===== src/rtl/proc_trace_pkg.sv =====
// Shared types for the processor trace sink: the buffered record layout and
// the occupancy classification derived from the FIFO count.
package proc_trace_pkg;

  localparam int unsigned RecWidth = 96;

  typedef struct packed {
    logic [31:0] addr;
    logic [31:0] data;
    logic [31:0] cycle;
  } trace_rec_t;

  typedef enum logic [1:0] {
    OccEmpty,
    OccPartial,
    OccFull
  } occ_e;

  function automatic occ_e occ_state(input int unsigned count, input int unsigned depth);
    if (count == 0) return OccEmpty;
    if (count >= depth) return OccFull;
    return OccPartial;
  endfunction

endpackage


===== src/rtl/trace_fifo.sv =====
// Synchronous show-ahead FIFO of trace records with flush; a push into a full
// FIFO is only accepted when a pop happens in the same cycle.
module trace_fifo
  import proc_trace_pkg::*;
#(
  parameter int unsigned p_depth = 16,
  localparam int unsigned CntW = $clog2(p_depth + 1),
  localparam int unsigned PtrW = $clog2(p_depth)
) (
  input  logic            clk,
  input  logic            rst,
  input  logic            i_push,
  input  logic            i_pop,
  input  logic            i_clear,
  input  trace_rec_t      i_rec,
  output trace_rec_t      o_head,
  output logic [CntW-1:0] o_count,
  output logic            o_full,
  output logic            o_empty
);

  trace_rec_t            r_mem [p_depth];
  logic [PtrW-1:0]       r_wptr;
  logic [PtrW-1:0]       r_rptr;
  logic [CntW-1:0]       r_count;
  occ_e                  w_occ;
  logic                  w_do_push;
  logic                  w_do_pop;

  always_comb begin
    w_occ     = occ_state(int'(r_count), p_depth);
    o_full    = (w_occ == OccFull);
    o_empty   = (w_occ == OccEmpty);
    w_do_pop  = i_pop & ~o_empty & ~i_clear;
    w_do_push = i_push & (~o_full | w_do_pop) & ~i_clear;
    o_head    = r_mem[r_rptr];
    o_count   = r_count;
  end

  // Power-of-two depth lets the pointers wrap by natural overflow.
  always_ff @(posedge clk) begin
    if (rst || i_clear) begin
      r_wptr  <= '0;
      r_rptr  <= '0;
      r_count <= '0;
    end else begin
      if (w_do_push) r_wptr <= r_wptr + PtrW'(1);
      if (w_do_pop)  r_rptr <= r_rptr + PtrW'(1);
      case ({w_do_push, w_do_pop})
        2'b10:   r_count <= r_count + CntW'(1);
        2'b01:   r_count <= r_count - CntW'(1);
        default: r_count <= r_count;
      endcase
    end
  end

  always_ff @(posedge clk) begin
    if (w_do_push) r_mem[r_wptr] <= i_rec;
  end

endmodule


===== src/rtl/proc_trace_sink.sv =====
// Non-stalling consumer of the processor trace bus: stamps each record with a
// free-running cycle count, buffers it, and counts records lost to a full FIFO.
module proc_trace_sink
  import proc_trace_pkg::*;
#(
  parameter int unsigned p_depth = 16,
  parameter int unsigned p_dropw = 16
) (
  input  logic                         clk,
  input  logic                         rst,
  input  logic                         trace_val,
  input  logic [31:0]                  trace_addr,
  input  logic [31:0]                  trace_data,
  input  logic                         enable,
  input  logic                         clear,
  output logic                         out_val,
  input  logic                         out_rdy,
  output logic [31:0]                  out_addr,
  output logic [31:0]                  out_data,
  output logic [31:0]                  out_cycle,
  output logic [$clog2(p_depth+1)-1:0] count,
  output logic                         overflow,
  output logic [p_dropw-1:0]           drop_count
);

  logic [31:0]        r_cycle;
  logic               r_overflow;
  logic [p_dropw-1:0] r_drop_count;
  trace_rec_t         w_rec;
  trace_rec_t         w_head;
  logic               w_push;
  logic               w_pop;
  logic               w_full;
  logic               w_empty;
  logic               w_drop;

  always_comb begin
    w_rec  = '{addr: trace_addr, data: trace_data, cycle: r_cycle};
    w_push = trace_val & enable & ~clear;
    w_pop  = ~w_empty & out_rdy & ~clear;
    w_drop = w_push & w_full & ~w_pop;
  end

  trace_fifo #(
    .p_depth (p_depth)
  ) u_fifo (
    .clk     (clk),
    .rst     (rst),
    .i_push  (w_push),
    .i_pop   (w_pop),
    .i_clear (clear),
    .i_rec   (w_rec),
    .o_head  (w_head),
    .o_count (count),
    .o_full  (w_full),
    .o_empty (w_empty)
  );

  // The cycle stamp keeps running through clear so timestamps stay monotonic.
  always_ff @(posedge clk) begin
    if (rst) begin
      r_cycle      <= '0;
      r_overflow   <= 1'b0;
      r_drop_count <= '0;
    end else begin
      r_cycle <= r_cycle + 32'd1;
      if (clear) begin
        r_overflow   <= 1'b0;
        r_drop_count <= '0;
      end else if (w_drop) begin
        r_overflow <= 1'b1;
        if (r_drop_count != {p_dropw{1'b1}}) r_drop_count <= r_drop_count + p_dropw'(1);
      end
    end
  end

  always_comb begin
    out_val    = ~w_empty;
    out_addr   = out_val ? w_head.addr  : 32'd0;
    out_data   = out_val ? w_head.data  : 32'd0;
    out_cycle  = out_val ? w_head.cycle : 32'd0;
    overflow   = r_overflow;
    drop_count = r_drop_count;
  end

endmodule

===== config.mk =====
export PLATFORM = sky130hd
export DESIGN_NAME = proc_trace_sink
export DESIGN_NICKNAME = d
export VERILOG_FILES = /design/src/rtl/proc_trace_pkg.sv /design/src/rtl/trace_fifo.sv /design/src/rtl/proc_trace_sink.sv
export SDC_FILE = /design/constraint.sdc
export NUM_CORES = 1
export LEC_CHECK = 0
export BUFFER_PORTS_ARGS = -buffer_cell sky130_fd_sc_hd__buf_2
export CORE_ASPECT_RATIO = 2
export CORE_MARGIN = 2
export CORE_UTILIZATION = 62
export DETAILED_ROUTE_END_ITERATION = 7
export PLACE_DENSITY_LB_ADDON = 0.05
export SETUP_SLACK_MARGIN = 0.2
export SLEW_MARGIN = 20
export SYNTH_ARGS = -nofsm -noshare
export SYNTH_HDL_FRONTEND = slang
export SYNTH_SLANG_ARGS = --single-unit

===== constraint.sdc =====
create_clock -name clk -period 5.25 [get_ports clk]
set_input_delay 1.05 -clock clk [delete_from_list [all_inputs] [get_ports clk]]
set_output_delay 1.05 -clock clk [all_outputs]
set_load 0.01 [all_outputs]

==> out/qor.yml, run 1 <==
vias: 31158
antenna_found_initial: 2
cts_tree: "done"
ys_warn_count: 0
p_per_area_mw_per_mm2: 346
yosysMostFrequentCell: "edfxtp_1"
cts_setup_buffers: 0
critPathRequiredTime_ns: 4.20
p_clk_share_pct: 41.2
grt_overflow: 0
swShare_pct: 19.2
rsz0062_at_grt: "false"
placeableCoreArea_mm2: 0.0999
clkTransAtPathRegs_ns: 0.06
ys.flop_type: "edfxtp_1"
cts_root_buffer: "clkbuf_16"
power_frac_comb_pct: 1.2
fillCellCount: 6194
start_kind: "flop"
grt_max_degree: 91
hold_path_class: "flop to flop"
die-area_mm2: 0.104
synthTopCellsByCount: "1536 x edfxtp_1, 322 x mux2i_1, 321 x mux4_2"
ant_nets: 0
cts_made_buffers: 137
slew_headroom_pct: 32.9
die_x_um: 229
tns_ns: 0
switching_power_mw: 4.67
drtIter0Drc: 2956
clock_path_buffers: 3
drv_cap: 0
finalClockSkew_ns: 0.0241
cts_hold_buf: 0
grt_pass1_vias: 32826
grt_use_total_pct: 28.2
rows: 164
synth.area.top_cells: "edfxtp_1 74%, mux4_2 12%, mux2i_1 5.1%"
synth_edf_count: 1536
cp-end-kind: "primary output"
routed_wl_um: 143000
critPathMaxFanout: 54
yosysSeqAreaShare_pct: 75.8
clkSinkCount: 1602
worstSetupPathType: "flop to primary output"
ys_ff_latch: 1602
portBuffers: 188
fmax_mhz: 217
synthArstFlopShare_pct: 0
synth_top_area_share_pct: 73.7
gp_congestion: 0.791
ir_worst_vdd_mv: 0.376
grt_pass1_wl_um: 212000
slew_viol_final: 0
hold_viol: 0
arrival_ns: 3.56
outcome: "completed"
via_per_inst: 6.55
yosysUniqueCellTypes: 53
synthCells: 3081
p_seq_share_pct: 57.6
hpwl_um: 80400
multi_input_area_mm2: 0.0144
drive_gt1_share_pct: 24.2
p_leak_nw: 22.4
nNetsFinal: 3396
cts-resized-gates: 0
start_util_pct: 62.7
insertion_delay_ns: 0.76
holdWs_ns: 0.493
setup_viol: 0
avgSynthCellArea_um2: 20.3
io-pin-count: 189
synth_top_area_cell: "edfxtp_1"
p_int_mw: 19.6
avgRoutedWirePerCell_um: 30.0
regArea_mm2: 0.0475
firstDrtPassIters: 6
tightest_slew_ns: 1.01
h-tree-depth: 4
period_share_pct: 87.9
synth.cell_area_mm2: 0.0626
period_needed_ns: 4.61
drc: 0
synth.net_count: 3161
dieHeight_um: 453
syn2layout_area_growth_pct: 11.8
==> placed cells by master, fill, tap and decap left out, types with 8 or more instances in the layout <==
cell type / n
clkbuf_1: 35
dfxtp_1: 63
inv_1: 17
ha_1: 10
o31ai_1: 16
bufinv_16: 9
nand2_1: 133
edfxtp_1: 1536
mux2i_1: 322
o22ai_1: 46
nor3_1: 14
buf_12: 38
o32ai_1: 50
and4_1: 8
mux4_2: 321
o211ai_1: 77
clkinv_2: 24
and2_4: 12
clkinv_1: 19
a21oi_1: 30
nor2_1: 86
buf_4: 47
nand4_1: 14
nand3_1: 20
buf_2: 188
xor2_1: 12
o21ai_0: 12
or4_1: 20
nor2b_1: 9
or3_1: 13
clkbuf_16: 145
mux2_2: 8
==> worst max-delay path, cell delays in order (launching register included) <==
cell	delay (ns)
dfxtp_1	0.41
or4_1	0.67
nor2_1	0.20
or2_4	0.52
buf_12	0.38
o32ai_1	0.28
buf_2	0.22
==> power groups by stage <==
stage / Sequential, mW / Clock, mW / Combinational (mW)
final: 14.0 / 9.99 / 0.297
after global routing: 14.0 / 10.6 / 0.324
after CTS: 14.0 / 10.1 / 0.299
after detailed placement: 14.2 / 0 / 0.299
after global placement: 14.2 / 0 / 0.282
after floorplan: 14.2 / 0 / 0.110
==> routing by layer <==
metal | vias to the layer above | global-route usage (%) | routed length (um)
li1 | 13212 | - | -
met1 | 16477 | 34.4 | 52600
met2 | 1206 | 51.6 | 78600
met3 | 261 | 4.39 | 7820
met4 | 2 | 8.91 | 3880
met5 | - | 0 | 13
==> stage by stage <==
stage / power [mW] / utilization (%) / worst slack, ns / cells / area (um^2)
3_3_place_gp: 14.5 / 65.7 / 1.32 / 4505 / 65600
3_5_place_dp: 14.5 / 65.7 / 1.21 / 4505 / 65600
5_1_grt: 24.9 / 70.1 / 0.540 / 4757 / 70000
4_1_cts: 24.4 / 70.1 / 0.609 / 4756 / 70000
6_report: 24.3 / 70.1 / 0.637 / 4757 / 70000
2_1_floorplan: 14.4 / - / 0.598 / 3081 / 62600
==> state kept, by name, indices dropped and copies added, names as in the netlist, named ones only <==
signal	count
u_fifo.r_rptr	4
u_fifo.r_mem	1536
overflow	1
r_cycle	32
u_fifo.o_count	5
drop_count	16
u_fifo.r_wptr	4
==> final cells by class <==
| type | instances | share of cell area (%) |
|---|---|---|
| Timing Repair Buffer | 273 | 2.93 |
| Antenna cell | 1 | 0.00357 |
| Inverter | 19 | 0.116 |
| Clock inverter | 69 | 0.877 |
| Tap cell | 1328 | 2.37 |
| Clock buffer | 182 | 5.41 |
| Sequential cell | 1602 | 67.8 |
| Multi-Input combinational cell | 1283 | 20.5 |
==> final timing paths <==
check                                       start                   end  slack [ns]  cells after the start
worst max-delay path            u_fifo.o_count[2]          out_cycle[7]        0.64                      6
worst min-delay path                     overflow              overflow        0.49                      2
worst max register to register  u_fifo.o_count[4]  u_fifo.r_mem[11][55]        1.83                      6
worst min register to register           overflow              overflow        0.49                      2
==> kinds of logic after synthesis <==
group	count (synthesis)	synth area share (%)
xor+xnor	18	0.252
simple gates	358	2.75
flops	1602	75.8
buf+inv	196	1.39
fa+ha+maj	10	0.200
compound gates	246	2.80
mux	651	16.8
(Power assumes the default switching activity.)
==> run 2: changes to the inputs <==
--- a/config.mk
+++ b/config.mk
@@ -6,9 +6,11 @@
 export NUM_CORES = 1
 export LEC_CHECK = 0
 export BUFFER_PORTS_ARGS = -buffer_cell sky130_fd_sc_hd__buf_2
+export CELL_PAD_IN_SITES_DETAIL_PLACEMENT = 1
+export CELL_PAD_IN_SITES_GLOBAL_PLACEMENT = 1
 export CORE_ASPECT_RATIO = 2
 export CORE_MARGIN = 2
-export CORE_UTILIZATION = 62
+export CORE_UTILIZATION = 55
 export DETAILED_ROUTE_END_ITERATION = 7
 export PLACE_DENSITY_LB_ADDON = 0.05
 export SETUP_SLACK_MARGIN = 0.2
==> run 2 against run 1 <==
Via count up 0.57%. Clock skew down 0.0052 ns. Maximum frequency down 1.8%. Total power up 3.6%. Cell count up 4.2%. First-iteration DRC count down 26%. Core utilization down 7.7 points. Sequential power about the same. Sequential cell count unchanged. Setup slack worse by 0.085 ns. Critical endpoint is now out_cycle[4]. Highest routed layer is now met4.
==> out/qor.yml, run 2 (synthesized netlist as in run 1, its figures left out) <==
outcome: "completed"
placeableCoreArea_mm2: 0.113  # +13%
regMostFlops: "u_fifo.r_mem"
vias: 31335  # +0.57%
worstSetupPathType: "flop to primary output"
drtIter0Drc: 2186  # -26%
grt_overflow: 0  # unchanged
setup_slack_ns: 0.552  # -0.0854 ns
tightest_slew_ns: 1.03  # +0.0211 ns
setup_viol: 0  # unchanged
nNetsFinal: 3418  # +0.65%
gp_congestion: 0.762  # -3.7%
slew_headroom_pct: 31.4  # -1.5 points
hold_path_class: "flop to flop"
antenna_found_initial: 2  # unchanged
period_needed_ns: 4.70  # +0.0854 ns
start_util_pct: 55.2  # -7.5 points
start_kind: "flop"
fmax_mhz: 213  # -1.8%
ir_worst_vdd_mv: 0.320  # -15%
fillCellCount: 9499  # +53%
drc: 0  # unchanged
clkTransAtPathRegs_ns: 0.07  # about the same
layout_commonest_cell: "edfxtp_1"
cts-resized-gates: 0  # unchanged
cts_setup_buffers: 0  # unchanged
grt_pass1_vias: 34613  # +5.4%
portBuffers: 188  # unchanged
dieHeight_um: 481  # +6.1%
syn2layout_area_growth_pct: 13.0
die-area_mm2: 0.117  # +13%
firstDrtPassIters: 5  # -1
clock_path_buffers: 3  # unchanged
p_leak_nw: 22.6  # +1.2%
power_frac_comb_pct: 1.2  # about the same
p_int_mw: 20.3  # +3.4%
dp.cells: 4699  # +4.3%
period_share_pct: 89.5  # +1.6 points
slew_viol_final: 0  # unchanged
rsz0062_at_grt: "false"
swShare_pct: 19.4  # +0.12 points
fin_area_mm2: 0.0707  # +1.0%
final_cell_mix: "1536 x edfxtp_1, 322 x mux2i_1, 321 x mux4_2"
critPathRequiredTime_ns: 4.20  # about the same
io-pin-count: 189  # unchanged
grt_max_degree: 82  # -9.9%
hpwl_um: 94100  # +17%
insertion_delay_ns: 0.77  # about the same
drive_gt1_share_pct: 24.7  # +0.51 points
instances_no_fill: 4956  # +4.2%
die_x_um: 243  # +6.1%
finalClockSkew_ns: 0.0189  # -0.00523 ns
rows: 175  # +6.7%
dpl_worst_slack_ns: 1.11  # -0.107 ns
largest_register_ffs: 1536  # unchanged
drv_cap: 0  # unchanged
holdWs_ns: 0.504  # +0.0115 ns
clkSinkCount: 1602  # unchanged
cts_root_buffer: "clkbuf_16"
grt_use_total_pct: 27.5  # -0.64 points
total_power_mw: 25.1  # +3.6%
cp-end-kind: "primary output"
p_per_area_mw_per_mm2: 355  # +2.5%
cts_made_buffers: 141  # +2.9%
switching_power_mw: 4.86  # +4.2%
grt_pass1_wl_um: 232000  # +9.4%
critPathMaxFanout: 51  # -5.6%
cts_tree: "done"
cts_hold_buf: 0  # unchanged
routed_wl_um: 158000  # +10%
p_clk_share_pct: 43.1  # +1.9 points
tns_ns: 0  # unchanged
arrival_ns: 3.65  # +0.09 ns
ant_nets: 0  # unchanged
h-tree-depth: 4  # unchanged
p_seq_share_pct: 55.6  # -2.0 points
hold_viol: 0  # unchanged
placed_area_mm2: 0.0660  # +0.52%
avgRoutedWirePerCell_um: 31.9  # +6.0%
via_per_inst: 6.32  # -3.5%
fin_util_pct: 62.4  # -7.7 points
[run 2: cell type report]
cell class / count / area (um^2) / area share [%]
clock buffers: 184 / 3880 / 5.48
diodes: 2 / 5.00 / 0.00707
well taps: 1504 / 1880 / 2.66
clock inverters: 71 / 902 / 1.28
inverters: 19 / 81.3 / 0.115
multi-input cells: 1283 / 14400 / 20.3
repair buffers: 291 / 2180 / 3.08
flip-flops and latches: 1602 / 47500 / 67.1
[run 2: final timing paths]
path	start	end	slack [ns]	cells after the start
max	u_fifo.o_count[0]	out_cycle[4]	0.55	6
min	overflow	overflow	0.50	2
min reg2reg	overflow	overflow	0.50	2
max reg2reg	u_fifo.o_count[4]	u_fifo.r_mem[7][58]	1.74	6
[run 2: power by group through the flow]
stage	clock network (mW)	logic, mW	registers, mW
2_1_floorplan	0	0.110	14.2
5_1_grt	11.4	0.339	14.0
4_1_cts	11.0	0.315	14.0
3_3_place_gp	0	0.294	14.2
3_5_place_dp	0	0.315	14.2
6_report	10.8	0.311	14.0
[run 2: metal layers]
metal | GRT usage, % | vias to the layer above | routed length [um]
met4 | 9.55 | 0 | 5230
met5 | 0 | - | 0
li1 | - | 13276 | -
met2 | 51.3 | 956 | 87600
met1 | 32.5 | 16817 | 58600
met3 | 4.01 | 286 | 6560
[run 2: critical path, cell delays in order, from the launching register on]
cell     delay, ns
dfxtp_1       0.39
or4_1         0.72
nor2_1        0.19
or2_4         0.66
buf_12        0.37
o32ai_1       0.24
buf_2         0.19
